## config.mk

```make
export PLATFORM = sky130hd
export DESIGN_NAME = tri_wire_sequencer
export DESIGN_NICKNAME = d
export VERILOG_FILES = /design/src/rtl/tri_wire_sequencer.sv
export SDC_FILE = /design/constraint.sdc
export NUM_CORES = 1
export LEC_CHECK = 0
export BUFFER_PORTS_ARGS = -buffer_cell sky130_fd_sc_hd__buf_2
export CAP_MARGIN = 20
export CORE_ASPECT_RATIO = 0.5
export CORE_MARGIN = 4
export CORE_UTILIZATION = 45
export DETAILED_ROUTE_END_ITERATION = 16
export PLACE_DENSITY = 0.78
export SKIP_LAST_GASP = 1
export SLEW_MARGIN = 25
export SYNTH_ARGS = -nofsm -noshare
export SYNTH_HDL_FRONTEND = slang
export SYNTH_SLANG_ARGS = --single-unit
```

## constraint.sdc

```tcl
create_clock -name Clk -period 2.5 [get_ports Clk]
set_input_delay 0.125 -clock Clk [delete_from_list [all_inputs] [get_ports Clk]]
set_output_delay 0.125 -clock Clk [all_outputs]
set_load 0.02 [all_outputs]
```

## src/rtl/tri_wire_sequencer.sv

```systemverilog
// ---------------------------------------------------------------------------
// tri_wire_sequencer
//
// Purpose:
//   Turns one accepted triangle (three unsigned vertices) into three line
//   requests for an external line engine, in the order v0->v1, v1->v2, v2->v0.
//   Each request is a level handshake: draw_line_Start stays high until the
//   engine answers with draw_line_Done, then Start drops for exactly one
//   cycle so the engine can return to idle before the next edge.
//   A triangle whose three vertices coincide draws nothing and is counted
//   immediately. Completed and culled triangles are both counted.
//
// Ports:
//   Clk              - single clock, all state changes on the rising edge
//   Reset            - synchronous, active-high reset
//   tri_valid        - a triangle is presented on vx0..vy2
//   tri_ready        - sequencer is idle and takes a triangle this cycle
//   vx0..vy2         - vertex coordinates (COORD_W bits each, unsigned)
//   draw_line_Start  - level request to the line engine
//   draw_line_Done   - line engine completion, honoured only while waiting
//   x0, y0, x1, y1   - registered endpoints of the current edge
//   busy             - a triangle is in progress
//   tri_count        - triangles finished or culled since reset (wraps)
// ---------------------------------------------------------------------------
module tri_wire_sequencer #(
  parameter int COORD_W = 10,
  parameter int CNT_W   = 16
) (
  input  logic               Clk,
  input  logic               Reset,
  input  logic               tri_valid,
  output logic               tri_ready,
  input  logic [COORD_W-1:0] vx0,
  input  logic [COORD_W-1:0] vy0,
  input  logic [COORD_W-1:0] vx1,
  input  logic [COORD_W-1:0] vy1,
  input  logic [COORD_W-1:0] vx2,
  input  logic [COORD_W-1:0] vy2,
  output logic               draw_line_Start,
  input  logic               draw_line_Done,
  output logic [COORD_W-1:0] x0,
  output logic [COORD_W-1:0] y0,
  output logic [COORD_W-1:0] x1,
  output logic [COORD_W-1:0] y1,
  output logic               busy,
  output logic [CNT_W-1:0]   tri_count
);

  typedef enum logic [2:0] {
    IDLE,
    EDGE_START,
    EDGE_WAIT,
    EDGE_GAP,
    FINISH
  } state_t;

  state_t state;
  state_t state_next;

  // Private copy of the accepted triangle; the input bus is free to change
  // as soon as the triangle has been taken.
  logic [COORD_W-1:0] px0, py0, px1, py1, px2, py2;

  logic [1:0] edge_idx;

  logic accept;
  logic degenerate;
  logic advance;
  logic load_edge;
  logic [1:0] load_idx;

  // Vertex source for the endpoint mux: live inputs on the acceptance cycle
  // (the private copy is only written at that same edge), private copy after.
  logic [COORD_W-1:0] sx0, sy0, sx1, sy1, sx2, sy2;
  logic [COORD_W-1:0] ep_x0, ep_y0, ep_x1, ep_y1;

  // Handshake and decision terms shared by the FSM and the datapath.
  assign accept     = tri_valid && tri_ready;
  assign degenerate = (vx0 == vx1) && (vx1 == vx2) && (vy0 == vy1) && (vy1 == vy2);
  assign advance    = (state == EDGE_GAP) && (edge_idx != 2'd2);
  assign load_edge  = (accept && !degenerate) || advance;
  assign load_idx   = accept ? 2'd0 : (edge_idx + 2'd1);

  // State register.
  always_ff @(posedge Clk) begin
    if (Reset) begin
      state <= IDLE;
    end else begin
      state <= state_next;
    end
  end

  // Next-state logic. Done is only looked at in EDGE_WAIT, so a stray pulse
  // elsewhere can never skip an edge.
  always_comb begin
    state_next = state;
    case (state)
      IDLE: begin
        if (accept) begin
          state_next = degenerate ? FINISH : EDGE_START;
        end
      end
      EDGE_START: begin
        state_next = EDGE_WAIT;
      end
      EDGE_WAIT: begin
        if (draw_line_Done) begin
          state_next = EDGE_GAP;
        end
      end
      EDGE_GAP: begin
        state_next = (edge_idx == 2'd2) ? FINISH : EDGE_START;
      end
      FINISH: begin
        state_next = IDLE;
      end
      default: begin
        state_next = IDLE;
      end
    endcase
  end

  // Moore outputs, decoded from the state alone so tri_ready has no
  // combinational path from tri_valid.
  always_comb begin
    tri_ready       = (state == IDLE);
    busy            = (state != IDLE);
    draw_line_Start = (state == EDGE_START) || (state == EDGE_WAIT);
  end

  // Capture the triangle on acceptance.
  always_ff @(posedge Clk) begin
    if (Reset) begin
      px0 <= '0;
      py0 <= '0;
      px1 <= '0;
      py1 <= '0;
      px2 <= '0;
      py2 <= '0;
    end else if (accept) begin
      px0 <= vx0;
      py0 <= vy0;
      px1 <= vx1;
      py1 <= vy1;
      px2 <= vx2;
      py2 <= vy2;
    end
  end

  // Edge index: restarts at every acceptance, steps once per gap.
  always_ff @(posedge Clk) begin
    if (Reset) begin
      edge_idx <= 2'd0;
    end else if (accept) begin
      edge_idx <= 2'd0;
    end else if (advance) begin
      edge_idx <= edge_idx + 2'd1;
    end
  end

  // Select which vertex set feeds the endpoint mux.
  always_comb begin
    if (accept) begin
      sx0 = vx0;
      sy0 = vy0;
      sx1 = vx1;
      sy1 = vy1;
      sx2 = vx2;
      sy2 = vy2;
    end else begin
      sx0 = px0;
      sy0 = py0;
      sx1 = px1;
      sy1 = py1;
      sx2 = px2;
      sy2 = py2;
    end
  end

  // Endpoints of the edge about to be issued; edge 2 closes the loop back
  // to vertex 0.
  always_comb begin
    ep_x0 = sx0;
    ep_y0 = sy0;
    ep_x1 = sx1;
    ep_y1 = sy1;
    case (load_idx)
      2'd1: begin
        ep_x0 = sx1;
        ep_y0 = sy1;
        ep_x1 = sx2;
        ep_y1 = sy2;
      end
      2'd2: begin
        ep_x0 = sx2;
        ep_y0 = sy2;
        ep_x1 = sx0;
        ep_y1 = sy0;
      end
      default: begin
        ep_x0 = sx0;
        ep_y0 = sy0;
        ep_x1 = sx1;
        ep_y1 = sy1;
      end
    endcase
  end

  // Endpoint registers are written only on the transition into EDGE_START,
  // so they hold still for the whole start/wait/gap window of each edge.
  always_ff @(posedge Clk) begin
    if (Reset) begin
      x0 <= '0;
      y0 <= '0;
      x1 <= '0;
      y1 <= '0;
    end else if (load_edge) begin
      x0 <= ep_x0;
      y0 <= ep_y0;
      x1 <= ep_x1;
      y1 <= ep_y1;
    end
  end

  // Triangle counter, bumped once per pass through FINISH; an aborted
  // triangle never reaches FINISH and so is never counted.
  always_ff @(posedge Clk) begin
    if (Reset) begin
      tri_count <= '0;
    end else if (state == FINISH) begin
      tri_count <= tri_count + CNT_W'(1);
    end
  end

endmodule

```

==> flow_summary.yaml, run 1 <==
status:
  outcome: "completed"
finish:
  final_common_cell: "buf_2"
  diodes: 0
  stdcell_area_um2: 7600
  nets: 849
  drive_gt1_frac: 0.273
  area_delta_synth_final_pct: 24.1
  layout_common_cells: "122 x buf_2, 121 x dfxtp_1, 64 x a21oi_1"
  post-route-util: 0.585
routing:
  top_layer_used: "met5"
  vias: 5527
  drtIter0Drc: 437
  route.met3.wl_um: 760
  drcViolationCount: 0
  final_antenna_net_count: 0
  first_pass_iters: 5
  wl_mm: 16.9
  m1WireLength_mm: 7.23
  viasPerCell: 5.73
  wl_per_cell_um: 17.5
  wl_met2_mm: 8.35
yosys:
  async_flop_share: 0
  synthAdderAreaFrac: 0.00817
  synth_top_family_by_area: "compound AO/OA/AOI/OAI gates"
  synth_compound_area_frac: 0.190
  syn-cell-area_um2: 6130
  post_synth_num_cell_types: 43
  synth_edf_count: 0
  synth_xor_area_frac: 0.0643
  muxShareOfSynthArea: 0.137
  synth_nets: 751
  synth-seq-area-share: 0.395
  avgSynthCellArea_um2: 8.97
  syn_inst: 683
  synthSimpleGateAreaFrac: 0.155
  yosysWarnings: 0
  synth_top_flop_cell: "dfxtp_1"
  ys_ff_latch: 121
clocking:
  cts_tree: "yes"
  numCtsBuffers: 17
  clock-root-buffer: "clkbuf_16"
  htreeDepth: 4
  post_cts_resized: 0
  cts_buffer_depth: 2
  cts.sinks: 121
  path_clk_slew_ps: 60
  insertion_delay_ps: 410
sta:
  fmax_mhz: 431
  finalSetupTns_ps: 0
  worst_slew_pin_slew_ps: 876
  period_minus_slack_ps: 2320
  slew_viol_final: 0
  finalHoldViolations: 0
  setup_viol: 0
  fin_skew_ps: 8.20
  grt_setup_unrepaired: "no"
  maxSlewHeadroom: 0.416
  timing.final.crit_share: 0.928
critical_path:
  crit_chain: "buf_4, nor4b_2, buf_4, buf_12, mux2_2, a221oi_1, a21oi_1, nand2_1, o21ai_0"
  cp.arrival_ps: 2610
  crit_required_ps: 2790
  cpMaxStageDelayCell: "mux2_2"
  start_kind: "flip-flop"
  crit_top_cell: "buf_4"
  endpoint_kind: "flip-flop"
  cp_slowest_stage_delay_ps: 390
  path_max_fanout: 35
  crit_type: "flip-flop to flip-flop"
power:
  p_leak_nw: 3.16
  ir_drop_mv: 0.607
  power_density_nw_per_um2: 863
placement:
  hpwlAfterDp_mm: 11.4
  gp_congestion: 0.822
  portBuffers: 122
  dpl_cell_area_um2: 6910
flow_run:
  cap_viol_max_count: 0
worst_hold_path:
  hold_class: "input pin to flip-flop"
global_route:
  grt_pass1_vias: 5384
  grt_use_total: 0.213
  overflow: 0
  grt_pass1_wl_mm: 27.3
  grt_antenna_before_repair: 1
  grt_max_degree: 79
floorplanning:
  die_h_um: 90.5
  rows: 29
  ios: 123
  initial_core_util: 0.472
  core_um2: 13000
  die-area_um2: 15700
  chipWidth_um: 173
## area by class of cell
cell class / instances / area, µm²
clock buffers: 20 / 467
clock inverters: 12 / 185
fillers: 1103 / 5390
inverters: 6 / 22.5
multi-input cells: 491 / 3410
flip-flops and latches: 121 / 2420
well taps: 170 / 213
repair buffers: 144 / 886
## power by group
| group | total [W] | switching (W) | leakage, nW | internal, W |
|---|---|---|---|---|
| clock network | 0.00270 | 0.000932 | 0.318 | 0.00176 |
| registers | 0.00221 | 0.0000858 | 0.988 | 0.00212 |
| logic | 0.00166 | 0.000991 | 1.86 | 0.000667 |
| total | 0.00656 | 0.00201 | 3.16 | 0.00455 |
## metal layers
metal / vias to the layer above / global-route usage
met2: 137 / 0.361
li1: 2675 / -
met1: 2672 / 0.254
met5: - / 0
met4: 2 / 0.0936
met3: 41 / 0.0577
## registers in the layout (all words and copies together), names as in the netlist, 10 cells and up
register	count
y0	10
tri_count	16
x1	10
px0	10
py1	10
py2	10
y1	10
px1	10
py0	10
px2	10
x0	10
## final timing paths
| check | cells after the start | from | slack [ps] | endpoint |
|---|---|---|---|---|
| setup / recovery | 9 | state[2]$_SDFFE_PP0P_ | 180 | y0[1]$_SDFFE_PP0P_ |
| hold / removal | 3 | vx1[7] | 30 | px1[7]$_SDFF_PP0_ |
| setup reg to reg | 9 | state[2]$_SDFFE_PP0P_ | 180 | y0[1]$_SDFFE_PP0P_ |
| hold reg to reg | 2 | tri_count[15]$_SDFFE_PP0N_ | 480 | tri_count[15]$_SDFFE_PP0N_ |
## critical path, delay by kind of cell (launching register included)
kind | cells | cell delay [ps]
AO/OA/AOI/OAI | 3 | 500
flip-flops | 1 | 310
multiplexers | 1 | 390
buffers and inverters | 3 | 590
AND/OR/NAND/NOR | 2 | 390
## what timing repair did
action | in CTS | in global routing
endpoints found under the setup margin | 0 | 6
endpoints found under the hold margin | 4 | 0
hold buffers | 4 | 0
setup buffers | 0 | 0
## cell families (layout without fill, tap and decap cells)
group,count (synthesis),in the layout
simple gates,189,189
xor+xnor,45,45
fa+ha+maj,4,4
buf+inv,71,182
compound gates,174,174
mux,79,79
flops,121,121
## cell usage after synthesis, drive strengths merged (4+ instances only)
| library cell | number | area [µm²] |
|---|---|---|
| a21oi | 64 | 320 |
| nor2 | 54 | 203 |
| buf | 24 | 128 |
| a221oi | 20 | 175 |
| dfxtp | 121 | 2420 |
| o2111ai | 40 | 350 |
| nand2b | 21 | 131 |
| mux2 | 40 | 450 |
| nor4 | 5 | 46.3 |
| o21ai | 22 | 110 |
| xor2 | 26 | 228 |
| nor3 | 9 | 45.0 |
| and2 | 22 | 138 |
| clkbuf | 41 | 154 |
| ha | 4 | 50.1 |
| and3 | 10 | 62.6 |
| o31ai | 20 | 150 |
| mux2i | 39 | 390 |
| nand4 | 6 | 37.5 |
| nand3 | 4 | 20.0 |
| inv | 6 | 22.5 |
| xnor2 | 19 | 166 |
| nand2 | 48 | 180 |
## stage by stage
stage          std cells  hold slack, ps  total power [W]  setup WS (ps)
2_1_floorplan        683             272          0.00338           10.7
3_3_place_gp         928             400          0.00383            216
3_5_place_dp         928             415          0.00387            187
4_1_cts              964            16.1          0.00658           76.0
5_1_grt              964            37.0          0.00686           27.0
6_report             964            27.0          0.00656            179
Power figures use the tool's default switching activity.
==> inputs of run 2 (changes only) <==
- PLACE_DENSITY: 0.78 -> 0.75
- clock period: 2.5 -> 2.3 ns (I/O delays scaled with it)
==> run 2 against run 1 <==
Register-to-register slack worse by 130 ps. Total power is 11% higher. Clock skew is 1.8 ps lower. Via count is 2.0% higher. Critical endpoint is now x0[2]$_SDFFE_PP0P_. Global-route usage is 0.75 points higher. Flip-flop and latch count stayed put. Critical path type unchanged. Cell count is 1.7% higher. Design area is 3.9% higher. Sequential share of layout area is 1.2 points lower. First-iteration DRC count is 8.7% higher.
==> flow_summary.yaml, run 2 (synthesized netlist as in run 1, its figures left out) <==
status:
  outcome: "completed"
routing:
  wl_mm: 17.5
  drtIter0Drc: 475
  final_antenna_net_count: 0
  first_pass_iters: 5
  wl_per_cell_um: 17.8
  drcViolationCount: 0
  viasPerCell: 5.75
  vias: 5638
placement:
  gp_congestion: 0.790
  portBuffers: 122
  hpwlAfterDp_mm: 11.9
  post-place-ws_ps: 65.5
global_route:
  grt_use_total: 0.220
  grt_antenna_before_repair: 0
  grt_max_degree: 79
  overflow: 0
  grt_pass1_wl_mm: 28.1
  grt_pass1_vias: 5500
sta:
  setup_viol: 0
  grt_setup_unrepaired: "yes"
  maxSlewHeadroom: 0.413
  holdWs_ps: 12.6
  fmax_mhz: 445
  slew_viol_final: 0
  setup_ws_ps: 53.1
  timing.final.crit_share: 0.977
  worst_slew_pin_slew_ps: 880
  finalHoldViolations: 0
  finalSetupTns_ps: 0
  period_minus_slack_ps: 2250
  fin_skew_ps: 6.42
clocking:
  clock-root-buffer: "clkbuf_16"
  post_cts_buffers: 0
  cts.sinks: 121
  numCtsBuffers: 17
  htreeDepth: 4
  path_clk_slew_ps: 60
  cts_buffer_depth: 2
  cts_tree: "yes"
  insertion_delay_ps: 420
critical_path:
  start_kind: "flip-flop"
  path_delay_family: "simple AND/OR/NAND/NOR gates"
  cpMaxStageDelayCell: "or4b_1"
  endpoint_kind: "flip-flop"
  crit_chain: "or4b_1, nand2b_1, inv_1, ha_4, buf_4, a221oi_2, a21oi_1, nand2_1, o21ai_1"
  crit_required_ps: 2650
  critPathBufInv: 2
  cp_slowest_stage_delay_ps: 600
  crit_type: "flip-flop to flip-flop"
  path_max_fanout: 12
  cp.arrival_ps: 2600
power:
  p_leak_nw: 3.28
  p_total_w: 0.00726
  ir_drop_mv: 0.561
  power_density_nw_per_um2: 919
finish:
  layout_common_cells: "122 x buf_2, 121 x dfxtp_1, 64 x a21oi_1"
  nets: 865
  top_register: "tri_count"
  largest_reg_flops: 16
  final_common_cell: "buf_2"
  area_delta_synth_final_pct: 29.0
  drive_gt1_frac: 0.310
  diodes: 0
worst_hold_path:
  hold_class: "input pin to flip-flop"
flow_run:
  cap_viol_max_count: 0
floorplanning:
  ios: 123
  rows: 29
  die_h_um: 90.5
  initial_core_util: 0.472
  chipWidth_um: 173
  core_um2: 13000
  die-area_um2: 15700
-- run 2: cell types whose count changed in the layout (fill, tap and decap cells not counted), sizes merged --
cell	delta
buf	+11
clkbuf	-2
clkinv	+3
dlygate4sd3	+5
inv	-1
-- run 2: metal layers --
| metal | wire length, µm | share of wire | vias to the layer above | GRT usage |
|---|---|---|---|---|
| met4 | 407 | 0.023 | 0 | 0.0849 |
| met2 | 8460 | 0.48 | 176 | 0.366 |
| met1 | 7530 | 0.43 | 2717 | 0.272 |
| met3 | 1090 | 0.063 | 33 | 0.0640 |
| li1 | - | - | 2712 | - |
| met5 | 0 | 0 | - | 0 |
-- run 2: worst paths after layout --
kind	from	to	slack, ps	cells past startpoint
hold reg to reg	x0[2]$_SDFFE_PP0P_	x0[2]$_SDFFE_PP0P_	480	2
hold / removal	vy1[2]	py1[2]$_SDFF_PP0_	10	3
setup / recovery	state[0]$_SDFFE_PP0P_	x0[2]$_SDFFE_PP0P_	50	9
setup reg to reg	state[0]$_SDFFE_PP0P_	x0[2]$_SDFFE_PP0P_	50	9
-- run 2: report_power, final --
part | total, W | switching [W] | internal [W]
logic | 0.00199 | 0.00116 | 0.000824
clock network | 0.00288 | 0.00103 | 0.00185
registers | 0.00239 | 0.0000892 | 0.00230
-- run 2: through the flow --
step	utilization	std cells	cell area (µm²)
6_report	0.608	980	7900
5_1_grt	0.608	980	7900
4_1_cts	0.607	980	7890
3_5_place_dp	0.552	939	7160
3_3_place_gp	0.552	939	7160
2_1_floorplan	-	683	6370
-- run 2: final cells by class --
| class | count | area (µm²) |
|---|---|---|
| clock buffers | 18 | 439 |
| multi-input cells | 491 | 3560 |
| fillers | 1095 | 5090 |
| inverters | 6 | 22.5 |
| flip-flops and latches | 121 | 2420 |
| repair buffers | 160 | 1050 |
| clock inverters | 14 | 195 |
| well taps | 170 | 213 |
-- run 2: what timing repair did --
item	in CTS	in global routing
hold buffers	9	0
resized for setup	0	3
setup endpoints to repair	0	36
hold endpoints to repair	9	0
-- run 2: worst min-delay path, cell delays in order --
cell,delay [ps]
buf_2,120
mux2i_1,80
nor2_1,80
==> inputs of run 3 (changes only) <==
- SETUP_SLACK_MARGIN: unset -> 0.4
- SKIP_LAST_GASP: 1 -> unset
==> run 3 against run 2 <==
The flow now finishes with violations (negative setup slack). Clock power rose by 4%. Fmax shrank 5.3%. Combinational power grew 65%. Flip-flop and latch count unchanged. Register-to-register slack lost 120 ps. Non-clock buffer count is 72 higher. Via count up 19%. Wire length rose by 44%. Critical path depth grew 1. Largest cell class unchanged. Largest power group is now combinational logic.
==> flow_summary.yaml, run 3 (synthesized netlist as in run 1, its figures left out) <==
finish:
  nets: 937
  area_delta_synth_final_pct: 56.2
  largest_reg_flops: 16
  top_register: "tri_count"
  layout_common_cells: "122 x buf_2, 119 x dfxtp_1, 53 x nor2_1"
  drive_gt1_frac: 0.444
  final_common_cell: "buf_2"
  fillCellCount: 735
  diodes: 0
placement:
  portBuffers: 122
  hpwlAfterDp_mm: 12.0
  post-place-ws_ps: 64.7
  gp_congestion: 0.813
global_route:
  grt_pass1_vias: 6197
  overflow: 0
  grt_antenna_before_repair: 1
  grt_max_degree: 79
  grt_use_total: 0.265
  grt_pass1_wl_mm: 33.4
critical_path:
  path_max_fanout: 7
  crit_chain: "buf_6, nor4b_4, buf_6, buf_12, buf_12, mux2_4, a221oi_4, a21oi_2, nand2_1, o21ai_1"
  endpoint_kind: "flip-flop"
  crit_required_ps: 2600
  cp.arrival_ps: 2670
  crit_type: "flip-flop to flip-flop"
  cp_slowest_stage_delay_ps: 340
  cpMaxStageDelayCell: "dfxtp_2"
  start_kind: "flip-flop"
status:
  violations: "negative setup slack"
  outcome: "finished, violations left"
floorplanning:
  core_um2: 13000
  ios: 123
  chipWidth_um: 173
  die_h_um: 90.5
  rows: 29
  initial_core_util: 0.472
  die-area_um2: 15700
routing:
  final_antenna_net_count: 0
  wl_per_cell_um: 23.9
  drtIter0Drc: 690
  wl_mm: 25.1
  viasPerCell: 6.39
  drcViolationCount: 0
  first_pass_iters: 6
  vias: 6726
clocking:
  clock-root-buffer: "clkbuf_16"
  insertion_delay_ps: 430
  path_clk_slew_ps: 60
  numCtsBuffers: 17
  cts_tree: "yes"
  cts.sinks: 121
  cts_buffer_depth: 2
  htreeDepth: 4
sta:
  fin_skew_ps: 11.6
  fmax_mhz: 422
  setup_ws_ps: -71.9
  setup_viol: 3
  finalHoldViolations: 0
  maxSlewHeadroom: 0.371
  period_minus_slack_ps: 2370
  timing.final.crit_share: 1.03
  worst_slew_pin_slew_ps: 944
  grt_setup_unrepaired: "yes"
  finalSetupTns_ps: -148
  slew_viol_final: 0
power:
  ir_drop_mv: 0.636
  p_total_w: 0.00871
  p_leak_nw: 4.02
  power_density_nw_per_um2: 910
worst_hold_path:
  hold_class: "input pin to flip-flop"
flow_run:
  cap_viol_max_count: 0
## run 3: cell count changes in the layout (fill, tap and decap cells not counted), moves of 11 or more
cell,previous run,this run
buf_12,10,21
mux2_2,39,4
mux2_4,0,35
mux2i_1,38,21
buf_6,2,25
a21oi_2,0,20
mux2i_4,0,14
buf_4,17,39
a21oi_1,64,40
## run 3: worst paths after layout
kind / from / endpoint / slack (ps) / cells past startpoint
max reg2reg: state[0]$_SDFFE_PP0P_ / y0[5]$_SDFFE_PP0P_ / -70 / 10
min reg2reg: x0[9]$_SDFFE_PP0P_ / x0[9]$_SDFFE_PP0P_ / 490 / 2
max: state[0]$_SDFFE_PP0P_ / y0[5]$_SDFFE_PP0P_ / -70 / 10
min: vx0[2] / px0[2]$_SDFF_PP0_ / 20 / 3
## run 3: final cells by class
| cell class | instances | area [µm²] | area share |
|---|---|---|---|
| multi-input cells | 491 | 4210 | 0.440 |
| repair buffers | 232 | 2060 | 0.215 |
| inverters | 6 | 22.5 | 0.00235 |
| flip-flops and latches | 121 | 2420 | 0.253 |
| clock inverters | 12 | 188 | 0.0196 |
| clock buffers | 20 | 457 | 0.0477 |
| well taps | 170 | 213 | 0.0222 |
## run 3: routing by layer
layer | vias to the layer above | part of all wire | global-route usage
met2 | 459 | 0.48 | 0.458
met5 | - | 0.00028 | 0
met3 | 145 | 0.095 | 0.0694
met1 | 3255 | 0.37 | 0.312
met4 | 2 | 0.058 | 0.115
li1 | 2865 | - | -
## run 3: what timing repair did
action,in CTS,in global routing
gates cloned,8,3
resized for setup,98,89
pin swaps,20,25
hold buffers,10,0
hold endpoints to repair,10,0
endpoints found under the setup margin,42,66
setup buffers,28,23
## run 3: critical path, delay by kind of cell (launching register included)
family / cells / cell delay [ps]
buf+inv: 4 / 620
compound gates: 3 / 480
simple gates: 2 / 450
flops: 1 / 340
mux: 1 / 340
## run 3: through the flow
step	utilization	instance area [µm²]	hold WS, ps	cells
finish	0.737	9570	16.4	1052
global route	0.737	9570	28.1	1052
CTS	0.682	8850	0.0127	1026
detailed placement	0.556	7220	400	948
global placement	0.556	7220	383	948
floorplan	-	6380	262	683
## run 3: where the power goes
group	switching, W	internal (W)	leakage (nW)
logic	0.00169	0.00160	2.72
registers	0.000124	0.00231	0.989
clock network	0.00110	0.00189	0.308
